$ cat src/rtl/compositor_pkg.sv
// Shared types and helpers for the layered RGB compositor.
// Optional collision reporting is enabled with the COMPOSITOR_COLLISION_EN macro.
package compositor_pkg;

  typedef logic [7:0] rgb332_t;

  typedef struct packed {
    logic [7:0] red;
    logic [7:0] green;
    logic [7:0] blue;
  } rgb24_t;

  localparam rgb332_t TRANSPARENT_RGB_DEFAULT = 8'hFF;

  // Replicate each field's LSB so full-scale RGB332 maps to 8'hFF.
  function automatic rgb24_t rgb332_expand(input rgb332_t c);
    rgb24_t x;
    x.red   = {c[7:5], {5{c[5]}}};
    x.green = {c[4:2], {5{c[2]}}};
    x.blue  = {c[1:0], {6{c[0]}}};
    return x;
  endfunction

endpackage

$ cat src/rtl/compositor_prio_table.sv
// Shadow/active priority table and enable mask with frame-aligned commit.
// Part of the compositor slice; see COMPOSITOR_COLLISION_EN in the top level.
module compositor_prio_table
  import compositor_pkg::*;
#(
  parameter int NUM_LAYERS = 8,
  parameter int IDX_W      = $clog2(NUM_LAYERS)
) (
  input  logic                        clk,
  input  logic                        reset,
  input  logic                        frameStart,
  input  logic                        cfgPrioWrite,
  input  logic [IDX_W-1:0]            cfgRank,
  input  logic [IDX_W-1:0]            cfgLayer,
  input  logic                        cfgMaskWrite,
  input  logic [NUM_LAYERS-1:0]       cfgMask,
  output logic [NUM_LAYERS*IDX_W-1:0] activePrio,
  output logic [NUM_LAYERS-1:0]       activeMask
);

  logic [IDX_W-1:0]      shadowPrio     [NUM_LAYERS];
  logic [IDX_W-1:0]      shadowPrioNext [NUM_LAYERS];
  logic [IDX_W-1:0]      activePrioArr  [NUM_LAYERS];
  logic [NUM_LAYERS-1:0] shadowMask;
  logic [NUM_LAYERS-1:0] shadowMaskNext;
  logic                  prioWriteOk;

  // Out-of-range ranks or layers only exist for non-power-of-2 sizes; drop them.
  assign prioWriteOk = cfgPrioWrite
                     && (int'(cfgRank) < NUM_LAYERS)
                     && (int'(cfgLayer) < NUM_LAYERS);

  always_comb begin
    for (int r = 0; r < NUM_LAYERS; r++) begin
      shadowPrioNext[r] = shadowPrio[r];
      if (prioWriteOk && (cfgRank == IDX_W'(r)))
        shadowPrioNext[r] = cfgLayer;
    end
    shadowMaskNext = cfgMaskWrite ? cfgMask : shadowMask;
  end

  // Commit copies the post-write shadow, so a write in the frameStart cycle lands.
  always_ff @(posedge clk or posedge reset) begin
    if (reset) begin
      for (int r = 0; r < NUM_LAYERS; r++) begin
        shadowPrio[r]    <= IDX_W'(r);
        activePrioArr[r] <= IDX_W'(r);
      end
      shadowMask <= '1;
      activeMask <= '1;
    end else begin
      for (int r = 0; r < NUM_LAYERS; r++) begin
        shadowPrio[r] <= shadowPrioNext[r];
        if (frameStart)
          activePrioArr[r] <= shadowPrioNext[r];
      end
      shadowMask <= shadowMaskNext;
      if (frameStart)
        activeMask <= shadowMaskNext;
    end
  end

  for (genvar g = 0; g < NUM_LAYERS; g++) begin : g_flat
    assign activePrio[g*IDX_W +: IDX_W] = activePrioArr[g];
  end

endmodule

$ cat src/rtl/layered_rgb_compositor.sv
// Priority-table RGB332 layer compositor with 2-stage pipeline to 24-bit RGB.
// Define COMPOSITOR_COLLISION_EN to add collisionOut / collisionMask.
module layered_rgb_compositor
  import compositor_pkg::*;
#(
  parameter int      NUM_LAYERS      = 8,
  parameter int      IDX_W           = $clog2(NUM_LAYERS),
  parameter rgb332_t TRANSPARENT_RGB = TRANSPARENT_RGB_DEFAULT
) (
  input  logic                      clk,
  input  logic                      reset,
  input  logic                      frameStart,
  input  logic                      pixelValidIn,
  input  logic [NUM_LAYERS-1:0]     drawingRequest,
  input  logic [NUM_LAYERS*8-1:0]   layerRGB,
  input  logic [7:0]                backGroundRGB,
  input  logic                      cfgPrioWrite,
  input  logic [IDX_W-1:0]          cfgRank,
  input  logic [IDX_W-1:0]          cfgLayer,
  input  logic                      cfgMaskWrite,
  input  logic [NUM_LAYERS-1:0]     cfgMask,
  output logic [7:0]                redOut,
  output logic [7:0]                greenOut,
  output logic [7:0]                blueOut,
  output logic                      pixelValidOut,
  output logic [IDX_W-1:0]          winnerIdx,
`ifdef COMPOSITOR_COLLISION_EN
  output logic                      collisionOut,
  output logic [NUM_LAYERS-1:0]     collisionMask,
`endif
  output logic                      winnerHit
);

  logic [NUM_LAYERS*IDX_W-1:0] activePrio;
  logic [NUM_LAYERS-1:0]       activeMask;
  logic [IDX_W-1:0]            prioArr  [NUM_LAYERS];
  rgb332_t                     layerArr [NUM_LAYERS];
  logic [NUM_LAYERS-1:0]       cand;

  rgb332_t                     selRGB;
  logic [IDX_W-1:0]            selIdx;
  logic                        selHit;

  rgb332_t                     s1RGB;
  logic [IDX_W-1:0]            s1Idx;
  logic                        s1Hit;
  logic                        s1Valid;
  rgb24_t                      expanded;

  compositor_prio_table #(
    .NUM_LAYERS (NUM_LAYERS),
    .IDX_W      (IDX_W)
  ) u_prio_table (
    .clk          (clk),
    .reset        (reset),
    .frameStart   (frameStart),
    .cfgPrioWrite (cfgPrioWrite),
    .cfgRank      (cfgRank),
    .cfgLayer     (cfgLayer),
    .cfgMaskWrite (cfgMaskWrite),
    .cfgMask      (cfgMask),
    .activePrio   (activePrio),
    .activeMask   (activeMask)
  );

  for (genvar g = 0; g < NUM_LAYERS; g++) begin : g_layers
    assign prioArr[g]  = activePrio[g*IDX_W +: IDX_W];
    assign layerArr[g] = layerRGB[g*8 +: 8];
    assign cand[g]     = drawingRequest[g] & activeMask[g]
                       & (layerRGB[g*8 +: 8] != TRANSPARENT_RGB);
  end

  // First rank whose layer is a candidate wins; blanking forces everything to 0.
  always_comb begin
    logic found;
    found  = 1'b0;
    selRGB = backGroundRGB;
    selIdx = '0;
    selHit = 1'b0;
    for (int r = 0; r < NUM_LAYERS; r++) begin
      if (!found && cand[prioArr[r]]) begin
        found  = 1'b1;
        selRGB = layerArr[prioArr[r]];
        selIdx = prioArr[r];
        selHit = 1'b1;
      end
    end
    if (!pixelValidIn) begin
      selRGB = '0;
      selIdx = '0;
      selHit = 1'b0;
    end
  end

  always_ff @(posedge clk or posedge reset) begin
    if (reset) begin
      s1RGB   <= '0;
      s1Idx   <= '0;
      s1Hit   <= 1'b0;
      s1Valid <= 1'b0;
    end else begin
      s1RGB   <= selRGB;
      s1Idx   <= selIdx;
      s1Hit   <= selHit;
      s1Valid <= pixelValidIn;
    end
  end

  assign expanded = rgb332_expand(s1RGB);

  always_ff @(posedge clk or posedge reset) begin
    if (reset) begin
      redOut        <= '0;
      greenOut      <= '0;
      blueOut       <= '0;
      winnerIdx     <= '0;
      winnerHit     <= 1'b0;
      pixelValidOut <= 1'b0;
    end else begin
      redOut        <= expanded.red;
      greenOut      <= expanded.green;
      blueOut       <= expanded.blue;
      winnerIdx     <= s1Idx;
      winnerHit     <= s1Hit;
      pixelValidOut <= s1Valid;
    end
  end

`ifdef COMPOSITOR_COLLISION_EN
  logic collNow;
  logic s1Coll;

  // Two or more set bits: clearing the lowest set bit leaves something behind.
  assign collNow = pixelValidIn && ((cand & (cand - NUM_LAYERS'(1))) != '0);

  always_ff @(posedge clk or posedge reset) begin
    if (reset) begin
      s1Coll        <= 1'b0;
      collisionOut  <= 1'b0;
      collisionMask <= '0;
    end else begin
      s1Coll       <= collNow;
      collisionOut <= s1Coll;
      if (frameStart)
        collisionMask <= collNow ? cand : '0;
      else if (collNow)
        collisionMask <= collisionMask | cand;
    end
  end
`endif

endmodule

$ cat config.mk
export PLATFORM = sky130hd
export DESIGN_NAME = layered_rgb_compositor
export DESIGN_NICKNAME = d
export VERILOG_FILES = /design/src/rtl/compositor_pkg.sv /design/src/rtl/compositor_prio_table.sv /design/src/rtl/layered_rgb_compositor.sv
export SDC_FILE = /design/constraint.sdc
export NUM_CORES = 1
export LEC_CHECK = 0
export ABC_AREA = 1
export CORE_UTILIZATION = 50
export DETAILED_ROUTE_END_ITERATION = 8
export MAX_ROUTING_LAYER = met4
export PLACE_DENSITY = 0.71
export SLEW_MARGIN = 20
export SYNTH_ARGS = -nofsm -noshare
export SYNTH_HDL_FRONTEND = slang
export SYNTH_HIERARCHICAL = 1
export SYNTH_SLANG_ARGS = --single-unit
$ cat constraint.sdc
create_clock -name clk -period 2.8 [get_ports clk]
set_input_delay 0.56 -clock clk [delete_from_list [all_inputs] [get_ports clk]]
set_output_delay 0.56 -clock clk [all_outputs]
set_load 0.03 [all_outputs]
-- Word level (Yosys, flattened, before mapping)
Index checks and enable logic that the tools add are counted.
- output and inout bits: 29
- input port bits: 100
- flip-flop bits (word level): 106
- equal/unequal tests: 15
- reduce and logical (&&, ||, !) cells: 23
- order comparisons: 16
- bitwise logic cells: 24
- multiplexer cells: 76
- operator list (kind ; number):
    $mux W8 ; 26
    $bmux W8 S3 ; 8
    $ne A8 B8 Y1 const B ; 8
    $mux W3 ; 17
    $ge A4 B4 Y1 const B ; 8
    $lt A3 B4 Y1 const B ; 8
    $not A3 Y4 ; 8
    $bmux W1 S3 ; 8
    $mux W1 ; 17
    $and A1 B1 Y1 ; 16
    $logic_and A1 B1 Y1 ; 15
    $eq A3 B3 Y1 const B ; 4
    $logic_not A1 Y1 ; 7
    $eq A3 B2 Y1 const B ; 2
    $eq A3 B1 Y1 const B ; 1
    $logic_not A3 Y1 ; 1

-- Depth between registers and ports, before layout
- word-level depth: 27
- gate-level depth with buffers: 20

-- Hierarchy
The synthesis kept the hierarchy.
- by module, submodules not included (module ; times used ; sequential area each (sq um) ; cells each ; area an instance (sq um)):
    layered_rgb_compositor ; 1 ; 650.6 ; 1338 ; 7150.6
    compositor_prio_table ; 1 ; 1651.6 ; 315 ; 2751.4

-- Least setup slack after synthesis
Ideal clock, no wire load.
- kind: input-to-reg
- start: input layerRGB[11]
- end: register s1RGB[6]
- setup slack: 0.518 ns
- arrival: 2.160 ns
- buffers on the path: 2
- cell stages on the path: 17
- required time: 2.678 ns
- cell sequence: buf_2 nand2_1 nor2_1 nand2_1 nand2_2 nand2_1 nand3_1 nand2_2 o21ai_4 nand4_4 inv_2 nand2_2 buf_6 o21ai_0 inv_1 nand2_1 a21oi_2
- word-level cells in the longest chain between the ends: 27
- elaborated cells between the ends (all ways): 48
- classes of those cells: eq/ne: 1; mux: 32; bitwise: 1; reduce/logical: 14
- ends and longest elaborated chain (element ; RTL line ; source):
    start, declared ; layered_rgb_compositor.sv:15 ; input logic [NUM_LAYERS*8-1:0] layerRGB,
    $ne A8 B8 Y1 (*) ; layered_rgb_compositor.sv:70 ; & (layerRGB[g*8 +: 8] != TRANSPARENT_RGB);
    $and A1 B1 Y1 (*) ; layered_rgb_compositor.sv:70 ;
    $bmux W1 S3 ; layered_rgb_compositor.sv:81 ; if (!found && cand[prioArr[r]]) begin
    $mux W1 (not written as such) ; layered_rgb_compositor.sv:81 ;
    $mux W1 ; layered_rgb_compositor.sv:81 ;
    $logic_not A1 Y1 ; layered_rgb_compositor.sv:81 ;
    $logic_and A1 B1 Y1 ; layered_rgb_compositor.sv:81 ;
    $mux W1 ; layered_rgb_compositor.sv:81 ;
    (+12 left out) ; n/a ;
    $logic_not A1 Y1 ; layered_rgb_compositor.sv:81 ;
    $logic_and A1 B1 Y1 ; layered_rgb_compositor.sv:81 ;
    $mux W1 ; layered_rgb_compositor.sv:81 ;
    $logic_not A1 Y1 ; layered_rgb_compositor.sv:81 ;
    $logic_and A1 B1 Y1 ; layered_rgb_compositor.sv:81 ;
    $mux W8 (*) ; layered_rgb_compositor.sv:81 ;
    $mux W8 (*) ; layered_rgb_compositor.sv:88 ; if (!pixelValidIn) begin
    via selRGB[6] ; layered_rgb_compositor.sv:40 ; rgb332_t selRGB;
    end signal, assigned ; layered_rgb_compositor.sv:102 ; s1RGB <= selRGB;
    end, declared ; layered_rgb_compositor.sv:44 ; rgb332_t s1RGB;
Mark *: on every way through the listed nets, which the timed path passes. The rest lies on a longest branch. The select of a mux whose other input is x is not followed.
A chain may end at the register's enable or synchronous reset.

-- Worst setup path in the final report
- start: input layerRGB[51]
- end: register s1RGB[0]
The elaborated chain is that of the path after synthesis.

==> impl_metrics.csv <==
group,metric,value,unit
route,drtPass1Iterations,6,
setup_path,cp_top_family,"simple AND/OR/NAND/NOR gates",
die,fp.dieW,142.7,µm
synth,netlist_area,9902,µm²
synth,synth-compound-area-share,35.18,%
layout,regArea,2303,µm²
grt,grt_max_degree,61,
sta,layout_min_cycle_time,2.695,ns
setup_path,critPathSlowestCell,"clkdlybuf4s50_1",
placed_design,io_buffers,128,
sta,max-slew-margin-rel,66.12,%
synth,synth-simple-area-share,28.09,%
sta,slew_viol_final,0,
synth,yosysWarnings,6,
clock_tree,clockBufferDepth,2,
route,drtIter0Drc,1266,
synth,synth-xor-area-share,0,%
sta,fin_crit_sh,96.26,%
layout,most-common-layout-cells,"nand2_1 (349), a21oi_1 (273), o21ai_0 (226)",
clock_tree,cts_buffers,9,
die,die_area,20370,µm²
pwr,power.leakage,5.708,nW
route,drc,0,
worst_hold_path,hp-class,"flop to flop",
setup_path,critPathMaxFanout,5,
synth,synth.top_cell.area_share,14.14,%
layout,final_common_cell,"nand2_1",
route,drt-vias-per-instance,6.037,
die,core_area,19460,µm²
synth,synth-seq-cells,90,
layout,multi_input_area,6477,µm²
setup_path,cp_cell_sequence,"clkdlybuf4s50_1, nand2_2, nor2_4, nand2_2, nand3_1, nand3_1, nand3_2, nand2_4, buf_4, nor2_2, buf_4, o21ai_0, nand3_2, nand3_2, nand3_1, nand2_1, nand2_1, a21oi_2",
grt,grt_pass1_vias,11370,
clock_tree,clock-sinks,90,
run,timing.max_cap.violations,0,
route,wl_met3,2.520,mm
layout,areaGrowthSynthToFinish,25.79,%
sta,hold_ws,0.3530,ns
clock_tree,clk_pin_slew,0.08,ns
setup_path,path_class,"input port to flop",
synth,syn_inst,1653,
die,die_h,142.7,µm
layout,layout-drive-gt1-share,18.25,%
sta,fin_worst_skew,0.01112,ns
sta,hold_viol,0,
setup_path,critPathBufInv,3,
route,met1Wirelength,15.42,mm
layout,fillCellCount,1875,
setup_path,crit_path_end_kind,"flop",
route,final_antenna_net_count,0,
clock_tree,insertion_delay,0.35,ns
synth,synth_top_family_by_area,"compound AO/OA/AOI/OAI gates",
grt,grt_pass1_wl,60.68,mm
placed_design,gp_congestion,1.009,
pwr,vdd_drop_max,0.5006,mV
layout,layout.nets,1887,
synth,synthAdderAreaFrac,0,%
sta,tns,0,ns
grt,antenna_found_initial,0,
sta,tightest_slew,0.5074,ns
route,num_vias,12420,
route,wirelength,39.32,mm
sta,worst_slack,0.1047,ns
route,wl_met2,18.44,mm
clock_tree,clockRootBuffer,"clkbuf_16",
synth,syn_avg_cell_area,5.990,µm²
grt,grt_usage,40.14,%
synth,yosys-top-cells-area,"nand2_1 (14%), a21oi_1 (14%), dfrtp_1 (13%)",
synth,synthMuxAreaShare,0,%
synth,synth_nets,1753,
placed_design,place_ws,-0.3941,ns
synth,yosys.area.top_type,"nand2_1",
sta,fmax,371.0,MHz
route,avgRoutedWirePerCell,19.12,µm
setup_path,slowest_delay,0.51,ns
die,io_pins,129,
setup_path,crit_required,3.04,ns
layout,fin_util,64.00,%
setup_path,startpoint_type,"input port",
synth,ys_types,43,
sta,setup_viol,0,
layout,final_cells,2057,
clock_tree,cts_htree_levels,3,
die,rows,51,
setup_path,critPathArrivalTime,2.94,ns
status,status,"completed",
synth,ys_seq_area_share,23.25,%
grt,grt-ovfl-total,0,
placed_design,dp_hpwl,30.04,mm
layout,n_antenna_cell,0,
clock_tree,cts_tree,"built",
placed_design,place_inst,2039,
clock_tree,ctsHoldBuffers,0,
route,highest_layer,"met4",
die,start_util,50.88,%
pwr,power.density,585.0,nW/µm²
[path summary, 6_finish.rpt]
path	start	slack, ns	to	cells past startpoint
worst min-delay path	s1Hit$_DFF_PP0_	0.35	winnerHit$_DFF_PP0_	0
max in group asynchronous	reset	1.56	u_prio_table/shadowMask[2]$_DFF_PP1_	3
worst max-delay path	layerRGB[51]	0.10	s1RGB[0]$_DFF_PP0_	18
worst max register to register	u_prio_table/activePrio[3]$_DFFE_PP1P_	0.22	s1RGB[0]$_DFF_PP0_	16
min in group asynchronous	reset	0.58	u_prio_table/shadowPrio[3]$_DFF_PP0_	2
worst min register to register	s1Hit$_DFF_PP0_	0.35	winnerHit$_DFF_PP0_	0
[cells in the mapped netlist, drive strengths merged]
cell type	n
a31o	15
nor2	68
nand4	3
a221oi	24
clkbuf	77
nand3	135
inv	148
o221ai	2
a32oi	4
o2111ai	1
or2	6
o22ai	2
o21a	2
nand2	389
a31oi	10
o211ai	18
o21ai	250
dfstp	40
dfrtp	50
o31ai	8
a22oi	10
clkinv	12
and2	24
buf	73
a211oi	1
a21oi	281
[metrics by stage]
step	area (µm²)	power (mW)
2_1_floorplan	9902	4.575
6_report	12460	7.286
4_1_cts	12210	7.139
3_3_place_gp	11910	5.855
5_1_grt	12460	7.748
3_5_place_dp	11910	5.899
[cell type report]
type                    instances  area share [%]
clock inverters                 7          0.5826
multi-input cells            1253           52.00
repair buffers                273           19.60
well taps                     265           2.662
clock buffers                   9           1.808
flip-flops and latches         90           18.49
inverters                     160           4.852
[cells by family after synthesis]
kind of cell,count (synthesis)
AND/OR/NAND/NOR,625
AO/OA/AOI/OAI,628
buffers and inverters,310
flip-flops,90
[power by group]
part | total, mW | internal [mW] | leakage [nW] | switching (mW)
Sequential | 1.82 | 1.63 | 1.02 | 0.192
Clock | 1.22 | 0.629 | 0.143 | 0.590
Combinational | 4.25 | 1.61 | 4.55 | 2.64
[repair_timing]
action	in CTS	in global routing
setup buffers	0	1
pin swaps	0	16
cloned	0	1
setup endpoints to repair	6	11
resized for setup	2	72
[per-layer routing]
metal,global-route usage [%],vias to the layer above
met1,46.23,5684
met4,27.16,0
met5,-,-
li1,-,5848
met3,4.561,205
met2,65.92,682
[flip-flops by register name, summed over array words and instances (netlist names)]
| signal | flops |
|---|---|
| s1Valid | 1 |
| greenOut | 3 |
| u_prio_table/activeMask | 8 |
| s1Idx | 3 |
| winnerHit | 1 |
| s1RGB | 8 |
| u_prio_table/shadowPrio | 24 |
| u_prio_table/activePrio | 24 |
| redOut | 3 |
| u_prio_table/shadowMask | 8 |
| blueOut | 2 |
| pixelValidOut | 1 |
| winnerIdx | 3 |
| s1Hit | 1 |
Power figures use the tool's default switching activity.
==> variant (same settings) <==
Take the reset off `redOut` and load it in a clocked block of its own.
--- a/src/rtl/layered_rgb_compositor.sv
+++ b/src/rtl/layered_rgb_compositor.sv
@@ -110,20 +110,22 @@
 
   always_ff @(posedge clk or posedge reset) begin
     if (reset) begin
-      redOut        <= '0;
       greenOut      <= '0;
       blueOut       <= '0;
       winnerIdx     <= '0;
       winnerHit     <= 1'b0;
       pixelValidOut <= 1'b0;
     end else begin
-      redOut        <= expanded.red;
       greenOut      <= expanded.green;
       blueOut       <= expanded.blue;
       winnerIdx     <= s1Idx;
       winnerHit     <= s1Hit;
       pixelValidOut <= s1Valid;
     end
+  end
+
+  always_ff @(posedge clk) begin
+    redOut <= expanded.red;
   end
 
 `ifdef COMPOSITOR_COLLISION_EN
Check against the original RTL: differs if reset is asserted again (counterexample within 4 cycles, from zero or initial values and one cycle with reset high); with reset held inactive, the same outputs for 4 cycles.
==> variant against the unedited design <==
Power decreased by 0.59%. Sequential cell count stayed put. Setup slack got worse by 0.073 ns. Synthesized area fell by 0.15%. First-iteration DRC count grew 10%. Critical path depth stayed put. Synthesized cell count stayed put. Register-to-register slack worse by 0.09 ns. Cell area shrank 1.4%. Wire length up 3.4%. Critical endpoint is now s1RGB[5].
==> variant: results (changes against the unedited design) <==
- The total routing resource utilization after global routing is 41.2% (+1.1 points).
* Initial antenna violation count: 0 (unchanged)
- The number of design-rule violations left by the first detailed-router iteration is 1396 (+10%).
- The detailed-route vias per instance is 6.07 (+0.48%).
- Maximum number of pins on one net before global-route repair: 65 (+6.6%)
- Leakage power: 5.59 nW (-2.0%)
- The total detailed-routing wirelength came to 40600 um (+3.4%).
* Run status: finished clean
* Final worst clock skew: 0.0106 ns (-0.000537 ns)
- Resized cells post-CTS: 2 (unchanged)
* FF-to-FF Start: u_prio_table/activePrio[3]
* Number of signal-net buffers in the layout: 269 (-1.5%)
* Multi-input gates: 1253 (unchanged)
- Number of nets in the layout: 1883 (-0.21%)
- Worst path arrival time: 3.02 ns (+0.08 ns)
* Mean area per synthesized cell: 5.98 sq um (-0.15%)
- Number of iterations in the first detailed-routing pass: 7 (+1)
- Share of the yosys chip area belonging to registers: 23.1% (-0.12 points)
- Worst IR Drop VDD: 0.404 mV (-19%)
- The highest net fanout along the worst path is 8 (+3).
* Main synth FF type: sky130_fd_sc_hd__dfrtp_1
- Setup Buffers After CTS: 0 (unchanged)
- On the critical path, the stage with the largest delay is an instance of sky130_fd_sc_hd__clkdlybuf4s50_1.
- The detailed placer's ending HPWL is 30100 um (+0.27%).
* Crit path launch: layerRGB[31]
* CTS H-tree lvls: 3 (unchanged)
* Via count of the first global-routing pass: 11400 (+0.64%)
* Non-clock buffer area fraction after layout: 19.5% (-0.11 points)
- The share of cell area taken by multi-input logic gates is 51.9% (-0.10 points).
- Sequential standard cell area: 2290 sq um (-0.65%)
- Total of fill cells in the finished design: 1904 (+1.5%)
- Clock latency of the later-clocked register in the worst-skew pair: about 0.36 ns
* Max-Slew Margin vs Limit: 62.6% (-3.5 points)
* Clock Root Buffer: sky130_fd_sc_hd__clkbuf_16
- First-pass GRT wire length: 62100 um (+2.3%)
- The number of sequential cells is 90 (unchanged).
- Global placer's final weighted congestion: 1.07 (+5.6%)
* Post-Place Cell Area: 11900 sq um (-0.42%)
- Clock-cell share of area: 2.39% (+0.0026 points)
- Total clock buffers created by CTS: 9 (unchanged)
- The clock-pin slew on the worst setup and hold paths came to 0.08 ns (about the same).
- Well-Tap Cells: 265 (unchanged)
- Synth Net Count: 1753 (unchanged)
- The count of unique library cells instantiated by Yosys was 44 (+2.3%).
- Synthesis-to-finish area growth: 24.3%
- Cells taking the most area after synthesis: sky130_fd_sc_hd__nand2_1, sky130_fd_sc_hd__a21oi_1, sky130_fd_sc_hd__dfrtp_1
- The fraction of final layout cells with drive strength greater than 1 came to 16.6% (-1.6 points).
* Longest Clk Path Bufs: 2 (unchanged)
- Async set or reset register ratio after synthesis: 96.7% (-3.3 points)
- The minimum setup slack after placement was -0.388 ns (+0.00569 ns).
- Hold path startpoint: s1Hit
- Per-cell routed wire length: 19.8 um (+3.6%)
* Ranking of synthesized cells by instance count: sky130_fd_sc_hd__nand2_1, sky130_fd_sc_hd__a21oi_1, sky130_fd_sc_hd__o21ai_0
- The largest incremental delay on the critical path came to 0.45 ns (-0.06 ns).
* Inst Count DP: 2036 (-0.15%)
## variant: per-layer routing
layer	track usage [%]	wire length, um	share of wire, %
met2	66.2	18600	46
met4	29.5	3340	8.2
met3	7.08	3540	8.7
met1	46.7	15100	37
met5	-	0	0
## variant: logic make-up after synthesis
logic type             count (synthesis)  synth area share (%)
buffers and inverters                310                  13.5
flip-flops                            90                  23.1
AO/OA/AOI/OAI                        628                  35.2
AND/OR/NAND/NOR                      625                  28.1
## variant: report_power, final
group          internal [W]  switching, W
Sequential          0.00163      0.000171
Clock              0.000631      0.000603
Combinational       0.00156       0.00265
## variant: path summary, 6_finish.rpt
path,end,slack (ns),depth (start not counted)
setup / recovery,s1RGB[5],0.03,18
hold / removal,winnerHit,0.35,0
setup reg to reg,s1RGB[5],0.13,14
hold reg to reg,winnerHit,0.35,0
max in group asynchronous,u_prio_table/shadowMask[4],1.88,3
min in group asynchronous,s1Valid,0.60,3
